File: src/rtl/cpu_pkg.sv
// cpu_pkg: shared encodings and helpers for the CPU memory path
package cpu_pkg;
  localparam int CNT_W = 10;
  localparam logic [1:0] SZ_BYTE = 2'b00;
  localparam logic [1:0] SZ_HALF = 2'b01;
  localparam logic [1:0] SZ_WORD = 2'b10;
  typedef enum logic [1:0] {IDLE, REQ, DONE} state_t;
  // size 2'b11 falls into the word rule
  function automatic logic misaligned(input logic [1:0] size, input logic [1:0] lane);
    return size == SZ_HALF ? lane[0] : size == SZ_BYTE ? 1'b0 : |lane;
  endfunction
endpackage

File: src/rtl/lane_steer.sv
// lane_steer: little-endian byte-lane steering for stores and load extraction
module lane_steer
  import cpu_pkg::*;
(
  input  logic [1:0]  size,
  input  logic [1:0]  lane,
  input  logic [31:0] wdata,
  output logic [3:0]  be,
  output logic [31:0] wdata_rep,
  input  logic [31:0] rword,
  input  logic [1:0]  rlane,
  output logic [7:0]  rdata8,
  output logic [15:0] rdata16
);
  assign be = size == SZ_BYTE ? 4'b0001 << lane : size == SZ_HALF ? (lane[1] ? 4'b1100 : 4'b0011) : 4'b1111;
  assign wdata_rep = size == SZ_BYTE ? {4{wdata[7:0]}} : size == SZ_HALF ? {2{wdata[15:0]}} : wdata;
  assign rdata8 = 8'(rword >> {rlane, 3'b000});
  assign rdata16 = rlane[1] ? rword[31:16] : rword[15:0];
endmodule

File: src/rtl/mem_access_unit.sv
// mem_access_unit: load/store sequencer with dm_req/dm_ack handshake,
// lane steering, misalignment and timeout reporting
module mem_access_unit
  import cpu_pkg::*;
#(
  parameter int TIMEOUT = 255
) (
  input  logic        clk,
  input  logic        rstn,
  input  logic        start,
  input  logic        we,
  input  logic [1:0]  size,
  input  logic [31:0] addr,
  input  logic [31:0] wdata,
  output logic        busy,
  output logic        done,
  output logic        misalign,
  output logic        err,
  output logic [7:0]  rdata8,
  output logic [15:0] rdata16,
  output logic [31:0] rdata32,
  output logic        dm_req,
  output logic        dm_we,
  output logic [3:0]  dm_be,
  output logic [31:0] dm_addr,
  output logic [31:0] dm_wdata,
  input  logic        dm_ack,
  input  logic [31:0] dm_rdata
);
  state_t           state;
  logic [CNT_W-1:0] cnt;
  logic [1:0]       lane;
  logic [1:0]       ld_lane;
  logic [3:0]       be_n;
  logic [31:0]      wd_n;
  assign busy = state != IDLE;
  // ld_lane tracks the last successful load so rdata8/16 hold with rdata32
  lane_steer u_steer (
    .size      (size),
    .lane      (addr[1:0]),
    .wdata     (wdata),
    .be        (be_n),
    .wdata_rep (wd_n),
    .rword     (rdata32),
    .rlane     (ld_lane),
    .rdata8    (rdata8),
    .rdata16   (rdata16)
  );
  always_ff @(posedge clk or negedge rstn) begin
    if (!rstn) begin
      state    <= IDLE;
      cnt      <= '0;
      lane     <= '0;
      ld_lane  <= '0;
      done     <= 1'b0;
      misalign <= 1'b0;
      err      <= 1'b0;
      rdata32  <= '0;
      dm_req   <= 1'b0;
      dm_we    <= 1'b0;
      dm_be    <= '0;
      dm_addr  <= '0;
      dm_wdata <= '0;
    end else begin
      case (state)
        IDLE: if (start) begin
          if (misaligned(size, addr[1:0])) begin
            state    <= DONE;
            done     <= 1'b1;
            misalign <= 1'b1;
          end else begin
            state    <= REQ;
            cnt      <= '0;
            lane     <= addr[1:0];
            dm_req   <= 1'b1;
            dm_we    <= we;
            dm_be    <= be_n;
            dm_addr  <= {addr[31:2], 2'b00};
            dm_wdata <= wd_n;
          end
        end
        REQ: if (dm_ack) begin
          state  <= DONE;
          done   <= 1'b1;
          dm_req <= 1'b0;
          if (!dm_we) begin
            rdata32 <= dm_rdata;
            ld_lane <= lane;
          end
        end else begin
          cnt <= cnt + 1'b1;
          if (cnt == CNT_W'(TIMEOUT - 1)) begin
            state  <= DONE;
            done   <= 1'b1;
            err    <= 1'b1;
            dm_req <= 1'b0;
          end
        end
        default: begin
          state    <= IDLE;
          done     <= 1'b0;
          misalign <= 1'b0;
          err      <= 1'b0;
        end
      endcase
    end
  end
endmodule

File: config.mk
export PLATFORM = sky130hd
export DESIGN_NAME = mem_access_unit
export DESIGN_NICKNAME = d
export VERILOG_FILES = /design/src/rtl/cpu_pkg.sv /design/src/rtl/lane_steer.sv /design/src/rtl/mem_access_unit.sv
export SDC_FILE = /design/constraint.sdc
export NUM_CORES = 1
export LEC_CHECK = 0
export BUFFER_PORTS_ARGS = -buffer_cell sky130_fd_sc_hd__buf_2
export CORE_MARGIN = 5
export CORE_UTILIZATION = 50
export DETAILED_ROUTE_END_ITERATION = 8
export PLACE_DENSITY_LB_ADDON = 0.25
export SYNTH_ARGS = -nofsm -noshare
export SYNTH_HDL_FRONTEND = slang
export SYNTH_SLANG_ARGS = --single-unit
File: constraint.sdc
create_clock -name clk -period 3.2 [get_ports clk]
set_input_delay 0.64 -clock clk [delete_from_list [all_inputs] [get_ports clk]]
set_output_delay 0.64 -clock clk [all_outputs]
set_load 0.05 [all_outputs]
==> results of run 1 <==
[synth_stat cells, types with 2 or more instances]
cell type / number
nand2_1: 159
inv_1: 5
buf_6: 9
a31oi_1: 2
nor2_1: 15
dfrtp_1: 119
mux2_1: 2
clkbuf_1: 10
or2_2: 2
o21ai_1: 16
nand3_1: 2
o21ai_0: 19
nor2b_1: 3
buf_4: 3
buf_1: 2
mux2i_1: 24
or3_1: 5
or4_1: 4
buf_2: 5
mux2_2: 56
a21oi_1: 17
ha_1: 2
o31ai_1: 4
[worst max-delay path, stage by stage, from the launching register on]
cell and delay, ns:
dfrtp_1 0.84, mux2_2 0.42, mux2_2 0.26, buf_2 0.21
[per-layer routing]
| layer | up-vias | track usage [%] |
|---|---|---|
| li1 | 2155 | - |
| met1 | 2168 | 26.0 |
| met2 | 153 | 39.0 |
| met3 | 18 | 7.21 |
| met4 | 0 | 7.61 |
| met5 | - | 0 |
[stage by stage]
step / cells / util (%) / setup WS, ns / hold WS (ns) / instance area (um^2)
after floorplan: 508 / - / 0.825 / 0.344 / 5370
after global placement: 849 / 62.9 / 0.767 / 0.454 / 6550
after detailed placement: 849 / 62.9 / 0.641 / 0.460 / 6550
after CTS: 881 / 68.4 / 0.281 / 0.153 / 7130
after global routing: 881 / 68.4 / 0.215 / 0.184 / 7130
final: 881 / 68.4 / 0.314 / 0.145 / 7130
[final timing paths]
path | start | to | slack, ns | cells after the start
setup / recovery | ld_lane[1] | rdata8[5] | 0.31 | 3
hold reg to reg | lane[1] | lane[1] | 0.47 | 2
setup reg to reg | state[1] | dm_wdata[18] | 1.10 | 3
hold / removal | rstn | dm_wdata[22] | 0.14 | 1
min in group clk | addr[17] | dm_addr[17] | 0.33 | 3
max in group asynchronous | rstn | dm_addr[7] | 2.28 | 2
[registers in the layout (all words and copies together) (netlist names)]
name	count
dm_addr	30
rdata32	32
state	2
ld_lane	2
misalign	1
err	1
cnt	10
dm_we	1
dm_be	4
dm_req	1
dm_wdata	32
done	1
lane	2
[cells in the final DEF, fill, tap and decap left out, types with 2 or more instances in the layout]
| cell type | netlist | routed |
|---|---|---|
| clkinv_2 | 0 | 3 |
| or3_1 | 5 | 5 |
| a21oi_1 | 17 | 17 |
| inv_1 | 5 | 5 |
| dfrtp_1 | 119 | 119 |
| clkbuf_8 | 0 | 2 |
| clkinv_4 | 0 | 2 |
| o31ai_1 | 4 | 4 |
| a31oi_1 | 2 | 2 |
| conb_1 | 1 | 2 |
| nor2_1 | 15 | 15 |
| nor2b_1 | 3 | 3 |
| o21ai_1 | 16 | 16 |
| or4_1 | 4 | 4 |
| bufinv_16 | 0 | 2 |
| nand2_1 | 159 | 159 |
| ha_1 | 2 | 2 |
| buf_4 | 3 | 5 |
| mux2_1 | 2 | 2 |
| o21ai_0 | 19 | 19 |
| inv_6 | 0 | 3 |
| nand3_1 | 2 | 2 |
| buf_2 | 5 | 229 |
| clkinvlp_4 | 0 | 4 |
| mux2i_1 | 24 | 24 |
| clkbuf_16 | 0 | 16 |
| or2_2 | 2 | 2 |
| mux2_2 | 56 | 56 |
[logic make-up (layout without fill, tap and decap cells)]
kind of cell	Yosys count	count (layout)	share of synthesized area, %
AND/OR/NAND/NOR	203	203	16.6
flip-flops	119	119	55.5
multiplexers	82	82	16.6
AO/OA/AOI/OAI	64	64	6.59
buffers and inverters	35	272	4.05
adder cells (fa/ha/maj)	2	2	0.466
other	1	2	0.0698
XOR/XNOR	1	1	0.163
[final cells by class]
class	instances	area (um^2)	share of cell area (%)
Sequential cell	119	2980	41.8
Multi-Input combinational cell	354	2180	30.6
Inverter	5	18.8	0.263
Timing Repair Buffer	235	1200	16.9
Clock buffer	18	428	6.01
Tap cell	136	170	2.39
Clock inverter	14	149	2.09
==> flow_metrics.tcl, run 1 <==
set metrics [dict create \
    nNetsFinal 837 \
    synth_area_leaders "dfrtp_1 (55%), mux2_2 (12%), nand2_1 (11%)" \
    synth_top_flop_cell "dfrtp_1" \
    hp-class "input port to asynchronous set/reset pin" \
    rsz0062_at_grt "no" \
    grt_pass1_vias 4674 \
    fp.dieW_um 114 \
    worstPathRequired_ns 2.56 \
    firstDrtPassIters 4 \
    antenna_cells 0 \
    skew_ns 0.00915 \
    antenna_found_initial 0 \
    dr.max_layer_used "met4" \
    holdBufCountCts 0 \
    synth_area_um2 5370 \
    min_period_over_period_pct 90.2 \
    drt-total-wl_um 14100 \
    cp.arrival_ns 2.25 \
    cts_made_buffers 17 \
    fp.coreArea_um2 10400 \
    dp_hpwl_um 10500 \
    yosys.area.top_type_share_pct 55.5 \
    cts_max_level 4 \
    tightest_slew_ns 0.948 \
    ys_seq_area_share_pct 55.5 \
    drtAntennaViolNets 0 \
    critPathLaunchType "flop" \
    synth_edf_count 0 \
    grt_usage_pct 22.4 \
    clock_latency_ns 0.51 \
    wl_per_cell_um 16.0 \
    drive_above_1_share_pct 44.3 \
    initial_core_util_pct 51.6 \
    async_reset_ff_share_pct 100 \
    finalSetupViolCount 0 \
    final-hold-violation-count 0 \
    ys_warn_count 0 \
    synth-seq-cells 119 \
    slew_headroom_pct 36.5 \
    tritoncts "built" \
    ctsRootBufferMaster "clkbuf_8" \
    totalNegativeSetupSlack_ns 0 \
    area_growth_pct 32.7 \
    crit_path_max_fanout 17 \
    clock.fmax_mhz 347 \
    drv_cap 0 \
    clkSlewWorstSetupHoldPaths_ns 0.06 \
    met1_length_um 5530 \
    finalCriticalPeriod_ns 2.89 \
    worstSetupEndpointType "output pin" \
    clock_sinks 119 \
    worst-setup-path-type "flop to output pin" \
    io_pins 233 \
    numPortBuffers 230 \
    wl_met3_um 1070 \
    slew_viol_final 0 \
    fill_cells 819 \
    grt.overflow.total 0 \
    cts_max_path_buffers 2 \
    met2_length_um 7260 \
    drt_first_iter_violations 216 \
    grt_max_degree 95 \
    drcViolationCount 0 \
    synth.avg_cell_area_um2 10.6 \
    yosysTopAreaCell "dfrtp_1" \
    gp_congestion 0.817 \
    die-area_um2 12900 \
    cts_setup_buffers 0 \
    drt-vias-per-instance 5.10 \
    row_count 37 \
    status "complete, no violations" \
    grt_pass1_wl_um 23000 \
    syn-instance-count 507 \
    cts_resized 0 \
    synth_cell_types 45 \
    die_y_um 114 \
    via_count 4494 \
]
Power of run 1 is not shown: default switching activity piles up to over one toggle a cycle in this logic, so the estimate is an artifact.
==> run 2, diff against run 1 <==
--- a/config.mk
+++ b/config.mk
@@ -6,7 +6,7 @@
 export NUM_CORES = 1
 export LEC_CHECK = 0
 export BUFFER_PORTS_ARGS = -buffer_cell sky130_fd_sc_hd__buf_2
-export CORE_MARGIN = 5
+export CORE_MARGIN = 3
 export CORE_UTILIZATION = 50
 export DETAILED_ROUTE_END_ITERATION = 8
 export PLACE_DENSITY_LB_ADDON = 0.25
==> run 2 against run 1 <==
  * Worst setup slack improved by 0.018 ns
  * Register-to-register slack barely moved
  * Sequential share of layout area rose by 0.24 points
  * Clock skew fell by 0.00057 ns
  * First-iteration DRC count fell by 26%
  * Global-route usage rose by 0.90 points
  * Largest cell class unchanged
  * Highest routed layer unchanged
==> flow_metrics.tcl, run 2 (synthesis gave the netlist of run 1 again) <==
set metrics [dict create \
    cts_made_buffers 17 \
    drt-vias-per-instance 5.10 \
    cts_max_level 4 \
    most-common-layout-cells "buf_2 (229), nand2_1 (159), dfrtp_1 (119)" \
    slew_headroom_pct 36.4 \
    grt_max_degree 95 \
    worst-setup-path-type "flop to output pin" \
    max_stage_delay_ns 0.82 \
    critPathLaunchType "flop" \
    grt_pass1_vias 4308 \
    worstSetupEndpointType "output pin" \
    drt-total-wl_um 13600 \
    finalCriticalPeriod_ns 2.87 \
    fp.coreArea_um2 10400 \
    row_count 37 \
    worstPathCellList "mux2_2 > mux2_2 > buf_2" \
    final-hold-violation-count 0 \
    drcViolationCount 0 \
    drv_cap 0 \
    cts_max_path_buffers 2 \
    grt_usage_pct 23.3 \
    tightest_slew_ns 0.950 \
    status "complete, no violations" \
    clock_sinks 119 \
    dp_hpwl_um 9660 \
    initial_core_util_pct 51.8 \
    slew_viol_final 0 \
    final_core_util_pct 68.3 \
    totalNegativeSetupSlack_ns 0 \
    grt.overflow.total 0 \
    area_growth_pct 31.9 \
    drtAntennaViolNets 0 \
    tritoncts "built" \
    wl_per_cell_um 15.5 \
    cp.arrival_ns 2.23 \
    fp.dieW_um 110 \
    die-area_um2 12000 \
    io_pins 233 \
    die_y_um 110 \
    numPortBuffers 230 \
    crit_slowest_cell "dfrtp_1" \
    final_common_cell "buf_2" \
    drt_first_iter_violations 160 \
    drive_above_1_share_pct 43.7 \
    finalSetupViolCount 0 \
    hp-class "input port to asynchronous set/reset pin" \
    worstPathRequired_ns 2.56 \
    cts_setup_buffers 0 \
    skew_ns 0.00858 \
    dp.cells 849 \
    antenna_cells 0 \
    clkSlewWorstSetupHoldPaths_ns 0.05 \
    min_period_over_period_pct 89.6 \
    fin_cells 877 \
    holdBufCountCts 0 \
    rsz0062_at_grt "no" \
    cts_resized 0 \
    clock.fmax_mhz 349 \
    crit_path_max_fanout 17 \
    ctsRootBufferMaster "clkbuf_8" \
    cp_common_cell "mux2_2" \
    clock_latency_ns 0.51 \
    reg.largest.list "dm_wdata x32, rdata32 x32, dm_addr x30" \
    grt_pass1_wl_um 21500 \
    gp_congestion 0.799 \
    nNetsFinal 837 \
    via_count 4476 \
    antenna_found_initial 0 \
    firstDrtPassIters 4 \
]
[run 2: cell count changes in the layout (fill, tap and decap cells not counted)]
cell        previous run  this run
clkbuf_1               0         2
clkbuf_8               2         6
clkinvlp_4             4         0
bufinv_16              2         1
inv_6                  3         0
clkinv_4               2         0
[run 2: metrics by stage]
| stage | instance area, um^2 | hold WS, ns | worst slack (ns) |
|---|---|---|---|
| finish | 7080 | 0.172 | 0.333 |
| global route | 7080 | 0.210 | 0.251 |
| CTS | 7080 | 0.185 | 0.327 |
| detailed placement | 6550 | 0.455 | 0.774 |
| global placement | 6550 | 0.450 | 0.823 |
| floorplan | 5370 | 0.344 | 0.825 |
[run 2: final timing paths]
check                                    end  slack (ns)        from  cells past startpoint
worst max-delay path               rdata8[5]        0.33  ld_lane[1]                      3
worst min-delay path            dm_wdata[22]        0.17        rstn                      1
worst max register to register  dm_wdata[23]        1.10    state[1]                      3
worst min register to register      dm_be[1]        0.46    dm_be[1]                      2
max in group asynchronous         rdata32[0]        2.25        rstn                      2
min in group clk                 dm_addr[14]        0.32    addr[14]                      3
[run 2: layout make-up]
cell class / count / area, um^2
Clock inverter: 4 / 45.0
Inverter: 5 / 18.8
Timing Repair Buffer: 235 / 1200
Fill cell: 824 / 3290
Multi-Input combinational cell: 354 / 2180
Sequential cell: 119 / 2980
Tap cell: 136 / 170
Clock buffer: 24 / 490
[run 2: routing by layer]
layer	global-route usage (%)	vias up	share of wire, %
met5	0	-	0
met4	10.3	0	2.0
met3	6.17	23	7.9
met2	37.2	180	49
met1	29.8	2118	41
li1	-	2155	-
[run 2: worst max-delay path, delay by kind of cell, from the launching register on]
family                 cells  cell delay (ns)
muxes                      2             0.69
buffers and inverters      1             0.21
DFF                        1             0.82
Power of run 2 is left out for the same reason.
